===== src/rtl/imem_boot_loader.sv =====
// Boot loader: receives a length-prefixed, XOR-checksummed program image as a
// byte stream. It assembles little-endian 32-bit words and writes them into
// instruction memory. The CPU is held in reset until a load finishes with a
// good checksum.
module imem_boot_loader #(
    parameter int DEPTH  = 64,
    parameter int ADDR_W = 6
) (
    input  logic              clk,
    input  logic              rst,
    input  logic              start,
    input  logic [7:0]        rx_data,
    input  logic              rx_valid,
    output logic              rx_ready,
    output logic              imem_we,
    output logic [ADDR_W-1:0] imem_addr,
    output logic [31:0]       imem_wdata,
    output logic              cpu_rst,
    output logic              done,
    output logic              error,
    output logic [ADDR_W:0]   words_loaded
);

    localparam int CW = ADDR_W + 1;
    localparam logic [CW-1:0] ONE = CW'(1);

    typedef enum logic [2:0] {
        IDLE,
        LEN0,
        LEN1,
        DATA,
        CSUM,
        DONE,
        ERR
    } state_t;

    state_t        state;
    logic [1:0]    byte_idx;
    logic [23:0]   word_acc;   // lower three bytes of the word being assembled
    logic [7:0]    len_lo;
    logic [CW-1:0] n_words;
    logic [7:0]    csum;
    logic [15:0]   len_full;
    logic          accept;

    // The stream is only open while a load is in progress.
    assign rx_ready = (state == LEN0) || (state == LEN1) ||
                      (state == DATA) || (state == CSUM);
    assign accept   = rx_valid && rx_ready;
    assign len_full = {rx_data, len_lo};

    // Load sequencer: one register set holds the state and all outputs.
    always_ff @(posedge clk or negedge rst) begin
        if (!rst) begin
            state        <= IDLE;
            byte_idx     <= 2'd0;
            word_acc     <= 24'd0;
            len_lo       <= 8'd0;
            n_words      <= '0;
            csum         <= 8'd0;
            imem_we      <= 1'b0;
            imem_addr    <= '0;
            imem_wdata   <= 32'd0;
            cpu_rst      <= 1'b1;
            done         <= 1'b0;
            error        <= 1'b0;
            words_loaded <= '0;
        end else begin
            // The write strobe is a single-cycle pulse.
            imem_we <= 1'b0;
            case (state)
                IDLE, DONE, ERR: begin
                    if (start) begin
                        state        <= LEN0;
                        done         <= 1'b0;
                        error        <= 1'b0;
                        words_loaded <= '0;
                        byte_idx     <= 2'd0;
                        imem_addr    <= '0;
                        csum         <= 8'd0;
                        cpu_rst      <= 1'b1;
                    end
                end
                LEN0: begin
                    if (accept) begin
                        len_lo <= rx_data;
                        state  <= LEN1;
                    end
                end
                LEN1: begin
                    if (accept) begin
                        if (len_full > 16'(DEPTH)) begin
                            state <= ERR;
                            error <= 1'b1;
                        end else if (len_full == 16'd0) begin
                            state <= CSUM;
                        end else begin
                            // Fits: length has already been bounded by DEPTH.
                            n_words <= CW'(len_full);
                            state   <= DATA;
                        end
                    end
                end
                DATA: begin
                    if (accept) begin
                        csum     <= csum ^ rx_data;
                        byte_idx <= byte_idx + 2'd1;
                        if (byte_idx != 2'd3) begin
                            word_acc[{byte_idx, 3'b000} +: 8] <= rx_data;
                        end else begin
                            // Fourth byte completes the word; write it out
                            // while the stream keeps flowing.
                            imem_we      <= 1'b1;
                            imem_addr    <= words_loaded[ADDR_W-1:0];
                            imem_wdata   <= {rx_data, word_acc};
                            words_loaded <= words_loaded + ONE;
                            if (words_loaded + ONE == n_words) begin
                                state <= CSUM;
                            end
                        end
                    end
                end
                CSUM: begin
                    if (accept) begin
                        if (rx_data == csum) begin
                            state   <= DONE;
                            done    <= 1'b1;
                            cpu_rst <= 1'b0;
                        end else begin
                            state <= ERR;
                            error <= 1'b1;
                        end
                    end
                end
                default: begin
                    state <= IDLE;
                end
            endcase
        end
    end

endmodule

===== config.mk =====
export PLATFORM = sky130hd
export DESIGN_NAME = imem_boot_loader
export DESIGN_NICKNAME = d
export VERILOG_FILES = /design/src/rtl/imem_boot_loader.sv
export SDC_FILE = /design/constraint.sdc
export NUM_CORES = 1
export LEC_CHECK = 0
export BUFFER_PORTS_ARGS = -buffer_cell sky130_fd_sc_hd__buf_2
export CAP_MARGIN = 20
export CORE_MARGIN = 2
export CORE_UTILIZATION = 57
export DETAILED_ROUTE_END_ITERATION = 16
export PLACE_DENSITY = 0.75
export SLEW_MARGIN = 10
export SYNTH_ARGS = -nofsm -noshare
export SYNTH_HDL_FRONTEND = slang
export SYNTH_SLANG_ARGS = --single-unit

===== constraint.sdc =====
create_clock -name clk -period 2.9 [get_ports clk]
set_input_delay 0.435 -clock clk [delete_from_list [all_inputs] [get_ports clk]]
set_output_delay 0.435 -clock clk [all_outputs]
set_load 0.1 [all_outputs]

==> flow_summary_export.csv, run 1 <==
group,metric,value,unit
sta,min_period,2440,ps
placed_design,dp_hpwl,6830,µm
critical_path,slowest_stage,"dfrtp_1",
power_and_ir_drop,pwr-share-seq,44.9,%
route,vias,3682,
critical_path,crit_type,"flop to flop",
clock_network,cts_sinks,101,
clock_network,ctsLongestPathBuffers,2,
status,status,"finished clean",
placed_design,place_ws,508,ps
cells_and_area,finalNetCount,572,
sta,maxSlewHeadroom,44.9,%
critical_path,critPathRequiredTime,3200,ps
min_path,hold_class,"input port to async pin",
sta,tightest_slew,825,ps
route,totalWireLength,10100,µm
power_and_ir_drop,switching_power,1.59,mW
sta,grt_setup_unrepaired,"false",
synth,synth_top_cell_by_area,"dfrtp_1",
synth,netlist_instances,504,
placed_design,io_buffers,61,
power_and_ir_drop,p_total,4.09,mW
sta,finClkSkew,11.7,ps
sta,holdWs,83.1,ps
power_and_ir_drop,p_leak,2.65,nW
sta,tns,0,ps
route,drtAntennaViolNets,0,
floorplan,dieArea,8820,µm²
synth,avgSynthCellArea,9.15,µm²
synth,synthTopCellsByArea,"dfrtp_1, nand2_1, o21ai_0, mux2_2, xnor2_1",
cells_and_area,area_growth,13.3,%
sta,finalSetupViolations,0,
clock_network,cts_htree_levels,3,
synth,async_reset_ff_share,100,%
global_route,grt_pass1_vias,3550,
clock_network,cts_setup_buffers,0,
clock_network,clk_pin_slew,100,ps
global_route,gr-total-overflow,0,
sta,fin_ws,458,ps
global_route,grt_start_max_net_pins,53,
floorplan,die_h,93.9,µm
route,vias_per_cell,5.57,
run,max_cap_violations,0,
cells_and_area,layout-drive-gt1-share,18.4,%
clock_network,cts_tree,"built",
power_and_ir_drop,clockPowerShare,23.8,%
synth,syn_nets,522,
clock_network,cts_resized,0,
floorplan,initial_utilization,59.3,%
synth,synth_cell_types,48,
floorplan,ioPinCount,62,
power_and_ir_drop,powerDensity,782,nW/µm²
critical_path,r2r_setup_slack,460,ps
route,wl_per_cell,15.4,µm
clock_network,cts_hold_buf,0,
critical_path,cp_top_family,"compound AO/OA/AOI/OAI gates",
critical_path,path_buf_inv,1,
floorplan,num_rows,32,
placed_design,place_congestion,0.911,
power_and_ir_drop,p_comb_share,31.3,%
route,dr.pass1.iters,5,
critical_path,crit_path_frequent_cell,"o21ai_0",
synth,synth_seq_area_share,54.9,%
power_and_ir_drop,p_sw_share,38.9,%
critical_path,cp.arrival,2740,ps
global_route,grt_pass1_wl,17100,µm
sta,drv_slew,0,
critical_path,startpoint_type,"flop",
floorplan,core,7770,µm²
power_and_ir_drop,ir_worst_vdd,832,µV
sta,finalHoldViolCount,0,
critical_path,max_stage_delay,630,ps
clock_network,cts_root_buf,"clkbuf_8",
sta,period_share,84.2,%
synth,synth_ff_type,"dfrtp_1",
route,drt_iter0_drc,163,
critical_path,path_cells,"and4b_1, nand2_1, clkinv_1, a21oi_1, o21ai_0, o21ai_0",
synth,synth_top_area_share,54.3,%
global_route,antenna_found_initial,0,
clock_network,clk_latency,370,ps
synth,syn_area,4610,µm²
sta,fmax,410,MHz
cells_and_area,antenna_cells,0,
power_and_ir_drop,cellInternalPower,2.50,mW
route,route.detailed.drc,0,
critical_path,end_kind,"flop",
clock_network,cts_inserted_buffers,9,
global_route,grt_usage,25.0,%
floorplan,die_w,93.9,µm
critical_path,cp_max_fo,15,
synth,synth-edff-count,0,
synth,ys_warn_count,0,
synth,synth_seq_cells,101,
-- layer usage --
| layer | up-vias | global-route usage [%] | share of wire [%] |
|---|---|---|---|
| li1 | 1774 | - | - |
| met1 | 1776 | 34.9 | 45 |
| met2 | 121 | 40.0 | 48 |
| met3 | 11 | 4.01 | 5.9 |
| met4 | 0 | 9.06 | 1.4 |
| met5 | - | 0 | 0 |
-- logic make-up (layout without fill, tap and decap cells) --
group	after synthesis	after routing	synth area share, %
multiplexers	15	15	3.66
adder cells (fa/ha/maj)	6	6	1.63
AO/OA/AOI/OAI	88	88	10.9
flip-flops	101	101	54.9
AND/OR/NAND/NOR	235	235	21.8
XOR/XNOR	19	19	3.91
buffers and inverters	40	95	3.26
-- power groups by stage --
stage	registers, mW	logic, mW	clock network [mW]
floorplan	2.04	0.779	0
global placement	1.84	1.25	0
detailed placement	1.86	1.27	0
CTS	1.83	1.28	0.991
global route	1.87	1.40	1.05
finish	1.83	1.28	0.974
-- state kept, by name, indices dropped and copies added (netlist names) --
name          flops
done              1
imem_we           1
error             1
cpu_rst           1
state             3
imem_wdata       32
byte_idx          2
words_loaded      7
n_words           7
csum              8
word_acc         24
imem_addr         6
len_lo            8
-- through the flow --
stage | util [%] | area [µm²] | std cells
floorplan | - | 4610 | 504
global placement | 64.5 | 5010 | 645
detailed placement | 64.5 | 5010 | 645
CTS | 67.3 | 5220 | 661
global route | 67.3 | 5220 | 661
finish | 67.3 | 5220 | 661
-- synthesized netlist by cell type, types with 3 or more instances --
cell / number
nor2_1: 23
clkbuf_1: 23
inv_1: 11
xnor2_1: 14
ha_1: 6
a21oi_1: 9
buf_1: 5
nor3b_1: 3
dfrtp_1: 100
nand3_1: 8
nand3b_1: 5
nor4_1: 5
xor2_1: 4
nand4_1: 4
o21ai_0: 62
nand2_1: 174
mux2_2: 15
-- path summary, 6_finish.rpt --
| path | startpoint | end | cells after the start |
|---|---|---|---|
| max | state[2]$_DFFE_PN0P_ | words_loaded[5]$_DFFE_PN0P_ | 6 |
| min | rst | imem_wdata[13]$_DFFE_PN0P_ | 1 |
| max reg2reg | state[2]$_DFFE_PN0P_ | words_loaded[5]$_DFFE_PN0P_ | 6 |
| min reg2reg | imem_wdata[19]$_DFFE_PN0P_ | imem_wdata[19]$_DFFE_PN0P_ | 2 |
| max in group asynchronous | rst | imem_addr[4]$_DFFE_PN0P_ | 2 |
| min in group clk | rx_data[3] | imem_wdata[27]$_DFFE_PN0P_ | 3 |
-- cell type report --
type / instances / area, µm²
repair buffers: 67 / 378
flip-flops and latches: 101 / 2530
inverters: 12 / 45.0
clock buffers: 10 / 128
clock inverters: 6 / 86.3
well taps: 102 / 128
multi-input cells: 363 / 1930
fillers: 647 / 2540
-- layout by cell type (no fill, tap or decap), types with 5 or more instances in the layout --
| master | count |
|---|---|
| nand2_1 | 174 |
| inv_1 | 11 |
| ha_1 | 6 |
| nand3_1 | 8 |
| nand3b_1 | 5 |
| buf_4 | 5 |
| buf_2 | 60 |
| o21ai_0 | 62 |
| a21oi_1 | 9 |
| nor4_1 | 5 |
| clkbuf_8 | 9 |
| xnor2_1 | 14 |
| dfrtp_1 | 100 |
| nor2_1 | 23 |
| mux2_2 | 15 |
-- worst reg2reg max path: cells and delay by family, from the launching register on --
family / cells / cell delay (ps)
AO/OA/AOI/OAI: 3 / 830
AND/OR/NAND/NOR: 2 / 600
flip-flops: 1 / 630
buffers and inverters: 1 / 310
Power figures use the tool's default switching activity.
==> run 2: changes to the inputs <==
--- a/config.mk
+++ b/config.mk
@@ -5,6 +5,7 @@
 export SDC_FILE = /design/constraint.sdc
 export NUM_CORES = 1
 export LEC_CHECK = 0
+export ABC_AREA = 1
 export BUFFER_PORTS_ARGS = -buffer_cell sky130_fd_sc_hd__buf_2
 export CAP_MARGIN = 20
 export CORE_MARGIN = 2
==> constraint.sdc (replaced) <==
create_clock -name clk -period 2.5 [get_ports clk]
set_input_delay 0.375 -clock clk [delete_from_list [all_inputs] [get_ports clk]]
set_output_delay 0.375 -clock clk [all_outputs]
set_load 0.1 [all_outputs]
==> flow_summary_export.csv, run 2 <==
group,metric,value,unit
route,route.detailed.drc,0,
cells_and_area,area_growth,11.9,%
clock_network,clk_pin_slew,90,ps
route,vias,3658,
synth,synth_ff_type,"dfrtp_1",
placed_design,place_ws,431,ps
floorplan,core,7810,µm²
synth,syn_nets,538,
synth,ys_warn_count,0,
sta,grt_setup_unrepaired,"false",
sta,tns,0,ps
cells_and_area,finalNetCount,597,
synth,syn_area,4630,µm²
placed_design,place_congestion,0.871,
clock_network,cts_inserted_buffers,9,
route,drt_iter0_drc,183,
clock_network,clk_latency,370,ps
clock_network,cts_root_buf,"clkbuf_8",
critical_path,startpoint_type,"flop",
global_route,grt_pass1_wl,16300,µm
cells_and_area,layout-drive-gt1-share,16.3,%
floorplan,die_h,94.1,µm
global_route,grt_start_max_net_pins,50,
critical_path,cp_max_fo,23,
cells_and_area,largest-register,"imem_wdata",
synth,synth_seq_area_share,54.6,%
clock_network,cts_htree_levels,3,
min_path,holdPathStages,3,
clock_network,cts_setup_buffers,0,
clock_network,cts_resized,0,
sta,fmax,483,MHz
floorplan,dieArea,8860,µm²
global_route,grt_usage,23.8,%
synth,synth_cell_types,30,
critical_path,path_cells,"inv_2, nor3_4, nand2_4, inv_2, nand2_2, buf_4, nand2_1, o21ai_0",
critical_path,crit_type,"flop to flop",
clock_network,cts_hold_buf,1,
critical_path,slowest_stage,"dfrtp_1",
floorplan,num_rows,32,
synth,synth_top_area_share,54.0,%
sta,finClkSkew,8.58,ps
global_route,antenna_found_initial,0,
floorplan,ioPinCount,62,
critical_path,end_kind,"flop",
clock_network,cts_sinks,101,
critical_path,cp.arrival,2310,ps
floorplan,initial_utilization,59.3,%
synth,async_reset_ff_share,100,%
route,wl_per_cell,13.9,µm
synth,yosysMostFrequentCell,"nand2_1",
min_path,hold_class,"input port to flop",
cells_and_area,largest_reg_flops,32,
sta,drv_slew,0,
cells_and_area,mostFrequentLayoutCells,"nand2_1, dfrtp_1, inv_1, o21ai_0, buf_2",
sta,tightest_slew,540,ps
cells_and_area,layout_commonest_cell,"nand2_1",
route,drtAntennaViolNets,0,
route,dr.pass1.iters,5,
cells_and_area,instances_no_fill,686,
floorplan,die_w,94.1,µm
sta,finalSetupViolations,0,
sta,maxSlewHeadroom,63.9,%
sta,fin_ws,428,ps
synth,netlist_instances,520,
placed_design,io_buffers,61,
run,max_cap_violations,0,
status,status,"finished clean",
critical_path,max_stage_delay,450,ps
clock_network,cts_tree,"built",
global_route,grt_pass1_vias,3435,
clock_network,ctsLongestPathBuffers,2,
synth,synth_seq_cells,101,
global_route,gr-total-overflow,0,
synth,synthTopCellsByCount,"nand2_1, dfrtp_1, inv_1, o21ai_0, nand3_1",
sta,min_period,2070,ps
synth,synth-edff-count,0,
sta,finalHoldViolCount,0,
route,totalWireLength,9550,µm
critical_path,crit_path_frequent_cell,"inv_2",
placed_design,dp_hpwl,6740,µm
synth,avgSynthCellArea,8.91,µm²
placed_design,dp.cells,669,
sta,period_share,82.9,%
route,vias_per_cell,5.33,
cells_and_area,antenna_cells,0,
synth,synthTopCellsByArea,"dfrtp_1, nand2_1, o21ai_0, inv_1, nand3_1",
synth,synth_top_cell_by_area,"dfrtp_1",
critical_path,r2r_cells,8,
critical_path,critPathRequiredTime,2740,ps
cells_and_area,reg_top3,"imem_wdata x32, word_acc x24",
## run 2: layout make-up
type	instances	area (µm²)
fillers	665	2620
flip-flops and latches	101	2530
multi-input cells	327	1680
repair buffers	66	373
inverters	74	278
clock buffers	11	141
well taps	102	128
clock inverters	5	58.8
## run 2: metrics by stage
step	utilization (%)	hold WS, ps	cell area [µm²]
finish	66.4	352	5180
detailed placement	63.7	323	4970
CTS	66.4	349	5180
global placement	63.7	324	4970
global route	66.4	367	5180
floorplan	-	79.4	4630
## run 2: cells by family (layout without fill, tap and decap cells)
group	after synthesis	count (layout)	share of synthesized area, %
AOI/OAI and AO/OA	103	103	11.4
xor gates and xnor gates	9	9	1.70
adders and majority gates	6	6	1.62
buffers and inverters	92	156	9.21
DFF	101	101	54.6
and+or+nand+nor	209	209	21.5
## run 2: metal layers
metal | wire length [µm] | part of all wire (%) | GRT usage, % | vias to the layer above
met5 | 0 | 0 | 0 | -
met4 | 136 | 1.4 | 7.49 | 0
met3 | 462 | 4.8 | 4.25 | 14
met2 | 4470 | 47 | 38.8 | 96
met1 | 4480 | 47 | 32.5 | 1729
li1 | - | - | - | 1819
## run 2: final timing paths
check | slack, ps | endpoint | start
worst max-delay path | 430 | imem_wdata[23]$_DFFE_PN0P_ | state[1]$_DFFE_PN0P_
worst min-delay path | 350 | imem_wdata[31]$_DFFE_PN0P_ | rx_data[7]
worst max register to register | 430 | imem_wdata[23]$_DFFE_PN0P_ | state[1]$_DFFE_PN0P_
worst min register to register | 480 | cpu_rst$_DFFE_PN1P_ | cpu_rst$_DFFE_PN1P_
max in group asynchronous | 1360 | csum[3]$_DFFE_PN0P_ | rst
min in group asynchronous | 460 | imem_wdata[16]$_DFFE_PN0P_ | rst
## run 2: critical path: cells and delay by family, from the launching register on
family | cells | cell delay [ps]
AOI/OAI and AO/OA | 1 | 90
DFF | 1 | 450
buffers and inverters | 3 | 540
and+or+nand+nor | 4 | 850
Power of run 2 is left out: the tool's default activity adds up to more than one toggle a clock period on the data nets, which glitch-free logic cannot reach.
==> run 3: changes to the inputs <==
--- a/config.mk
+++ b/config.mk
@@ -5,13 +5,13 @@
 export SDC_FILE = /design/constraint.sdc
 export NUM_CORES = 1
 export LEC_CHECK = 0
-export ABC_AREA = 1
+export ABC_AREA = 0
 export BUFFER_PORTS_ARGS = -buffer_cell sky130_fd_sc_hd__buf_2
 export CAP_MARGIN = 20
 export CORE_MARGIN = 2
-export CORE_UTILIZATION = 57
+export CORE_UTILIZATION = 52
 export DETAILED_ROUTE_END_ITERATION = 16
-export PLACE_DENSITY = 0.75
+export PLACE_DENSITY = 0.72
 export SLEW_MARGIN = 10
 export SYNTH_ARGS = -nofsm -noshare
 export SYNTH_HDL_FRONTEND = slang
==> constraint.sdc (replaced) <==
create_clock -name clk -period 1.8 [get_ports clk]
set_input_delay 0.27 -clock clk [delete_from_list [all_inputs] [get_ports clk]]
set_output_delay 0.27 -clock clk [all_outputs]
set_load 0.1 [all_outputs]
==> flow_summary_export.csv, run 3 (synthesized netlist as in run 1, its figures left out) <==
group,metric,value,unit
cells_and_area,layout-drive-gt1-share,28.1,%
sta,maxSlewHeadroom,65.4,%
global_route,grt_usage,23.0,%
route,drt_iter0_drc,198,
global_route,antenna_found_initial,0,
route,wl_per_cell,15.4,µm
power_and_ir_drop,p_total,7.29,mW
status,violations,"negative setup slack",
sta,tightest_slew,519,ps
sta,grt_setup_unrepaired,"true",
cells_and_area,layout_commonest_cell,"nand2_1",
route,drtAntennaViolNets,0,
critical_path,max_stage_delay,560,ps
critical_path,r2r-end,"n_words[2]$_DFFE_PN0P_",
critical_path,slowest_stage,"or4_4",
cells_and_area,mostFrequentLayoutCells,"nand2_1, dfrtp_1, o21ai_0, buf_2, buf_4",
clock_network,cts_root_buf,"clkbuf_8",
cells_and_area,area_growth,25.2,%
cells_and_area,antenna_cells,0,
clock_network,ctsLongestPathBuffers,2,
floorplan,die_h,98.2,µm
status,status,"finished, violations left",
sta,finClkSkew,14.0,ps
floorplan,initial_utilization,53.1,%
placed_design,dp_hpwl,6970,µm
route,topRoutingLayerUsed,"met4",
global_route,gr-total-overflow,0,
min_path,hold-path-endpoint,"done$_DFFE_PN0P_",
sta,min_period,2180,ps
power_and_ir_drop,powerDensity,1260,nW/µm²
route,met1Wirelength,4980,µm
global_route,grt_pass1_vias,3692,
floorplan,core,8680,µm²
critical_path,r2r_setup_slack,-380,ps
floorplan,num_rows,34,
critical_path,cp_top_family,"simple AND/OR/NAND/NOR gates",
global_route,grt_pass1_wl,17900,µm
sta,finalSetupViolations,13,
clock_network,clk_pin_slew,100,ps
critical_path,timing.rr.start,"len_lo[1]$_DFFE_PN0P_",
critical_path,path_cells,"or4_4, o31a_1, nor3_2, nor3b_4, buf_6, mux2_2",
placed_design,io_buffers,61,
cells_and_area,reg_top3,"imem_wdata x32, word_acc x24",
clock_network,cts_sinks,101,
clock_network,clk_latency,370,ps
clock_network,cts_inserted_buffers,9,
power_and_ir_drop,ir_worst_vdd,1590,µV
sta,fmax,459,MHz
route,wl_met3,683,µm
global_route,grt_start_max_net_pins,102,
floorplan,ioPinCount,62,
route,vias,3838,
route,dr.pass1.iters,4,
min_path,hold_class,"input port to flop",
cells_and_area,largest-register,"imem_wdata",
floorplan,dieArea,9630,µm²
route,vias_per_cell,5.39,
route,wl_met2,5160,µm
critical_path,r2r_cells,6,
route,route.detailed.drc,0,
critical_path,cp_max_fo,7,
clock_network,cts_htree_levels,3,
critical_path,path_buf_inv,1,
run,max_cap_violations,0,
critical_path,end_kind,"flop",
cells_and_area,finalNetCount,617,
min_path,holdPathStages,3,
critical_path,cp.arrival,2430,ps
critical_path,startpoint_type,"flop",
critical_path,crit_type,"flop to flop",
min_path,hold_start,"rx_valid",
floorplan,die_w,98.2,µm
placed_design,place_congestion,0.808,
sta,period_share,121,%
route,totalWireLength,11000,µm
cells_and_area,largest_reg_flops,32,
power_and_ir_drop,p_leak,2.89,nW
sta,drv_slew,0,
clock_network,cts_tree,"built",
critical_path,critPathRequiredTime,2050,ps
cells_and_area,final_area,5770,µm²
placed_design,placed_area,5350,µm²
sta,fin_ws,-379,ps
sta,finalHoldViolCount,0,
==> run 3: worst max-delay path by stage <==
stage	start	end	slack, ps	depth (start not counted)
2_1_floorplan	len_lo[1]$_DFFE_PN0P_	n_words[0]$_DFFE_PN0P_	-340	5
3_3_place_gp	len_lo[1]$_DFFE_PN0P_	n_words[1]$_DFFE_PN0P_	-330	6
3_5_place_dp	len_lo[1]$_DFFE_PN0P_	n_words[4]$_DFFE_PN0P_	-370	6
4_1_cts	len_lo[1]$_DFFE_PN0P_	n_words[3]$_DFFE_PN0P_	-330	6
5_1_grt	len_lo[1]$_DFFE_PN0P_	n_words[2]$_DFFE_PN0P_	-440	6
6_report	len_lo[1]$_DFFE_PN0P_	n_words[2]$_DFFE_PN0P_	-380	6
==> run 3: timing repair <==
action	in CTS	in global routing
buffers inserted	2	10
pin swaps	4	4
endpoints found under the setup margin	47	53
hold buffers	1	0
resized for setup	16	15
endpoints found under the hold margin	100	0
==> run 3: final cells by class <==
| class | instances | area [µm²] |
|---|---|---|
| multi-input combinational | 363 | 2090 |
| inverter | 12 | 45.0 |
| timing repair buffer | 112 | 759 |
| sequential | 101 | 2540 |
| tap | 108 | 135 |
| clock inverter | 5 | 60.1 |
| fill | 713 | 2910 |
| clock buffer | 11 | 141 |
==> run 3: tightest hold or removal path: stages <==
cell and delay [ps]:
buf_2 150, o21ai_0 130, a21oi_1 80
==> run 3: layer usage <==
layer	track usage (%)	vias to the layer above
li1	-	1871
met1	33.0	1834
met2	35.8	117
met3	5.01	16
met4	6.95	0
met5	0	-
==> run 3: metrics by stage <==
stage	util (%)	setup TNS [ps]	instances	worst slack, ps	hold slack (ps)
after floorplan	-	-2600	504	-338	-25.6
after global placement	61.6	-2570	687	-331	370
after detailed placement	61.6	-3260	687	-371	381
after CTS	64.9	-2490	704	-335	252
after global routing	66.5	-3820	712	-443	292
final	66.5	-2880	712	-379	299
==> run 3: report_power, final <==
group | switching, mW | leakage (nW) | internal, mW | total (mW)
Combinational | 1.81 | 1.43 | 1.13 | 2.94
Clock | 0.793 | 0.0995 | 0.685 | 1.48
Sequential | 0.263 | 1.36 | 2.61 | 2.87
Total | 2.87 | 2.89 | 4.43 | 7.29
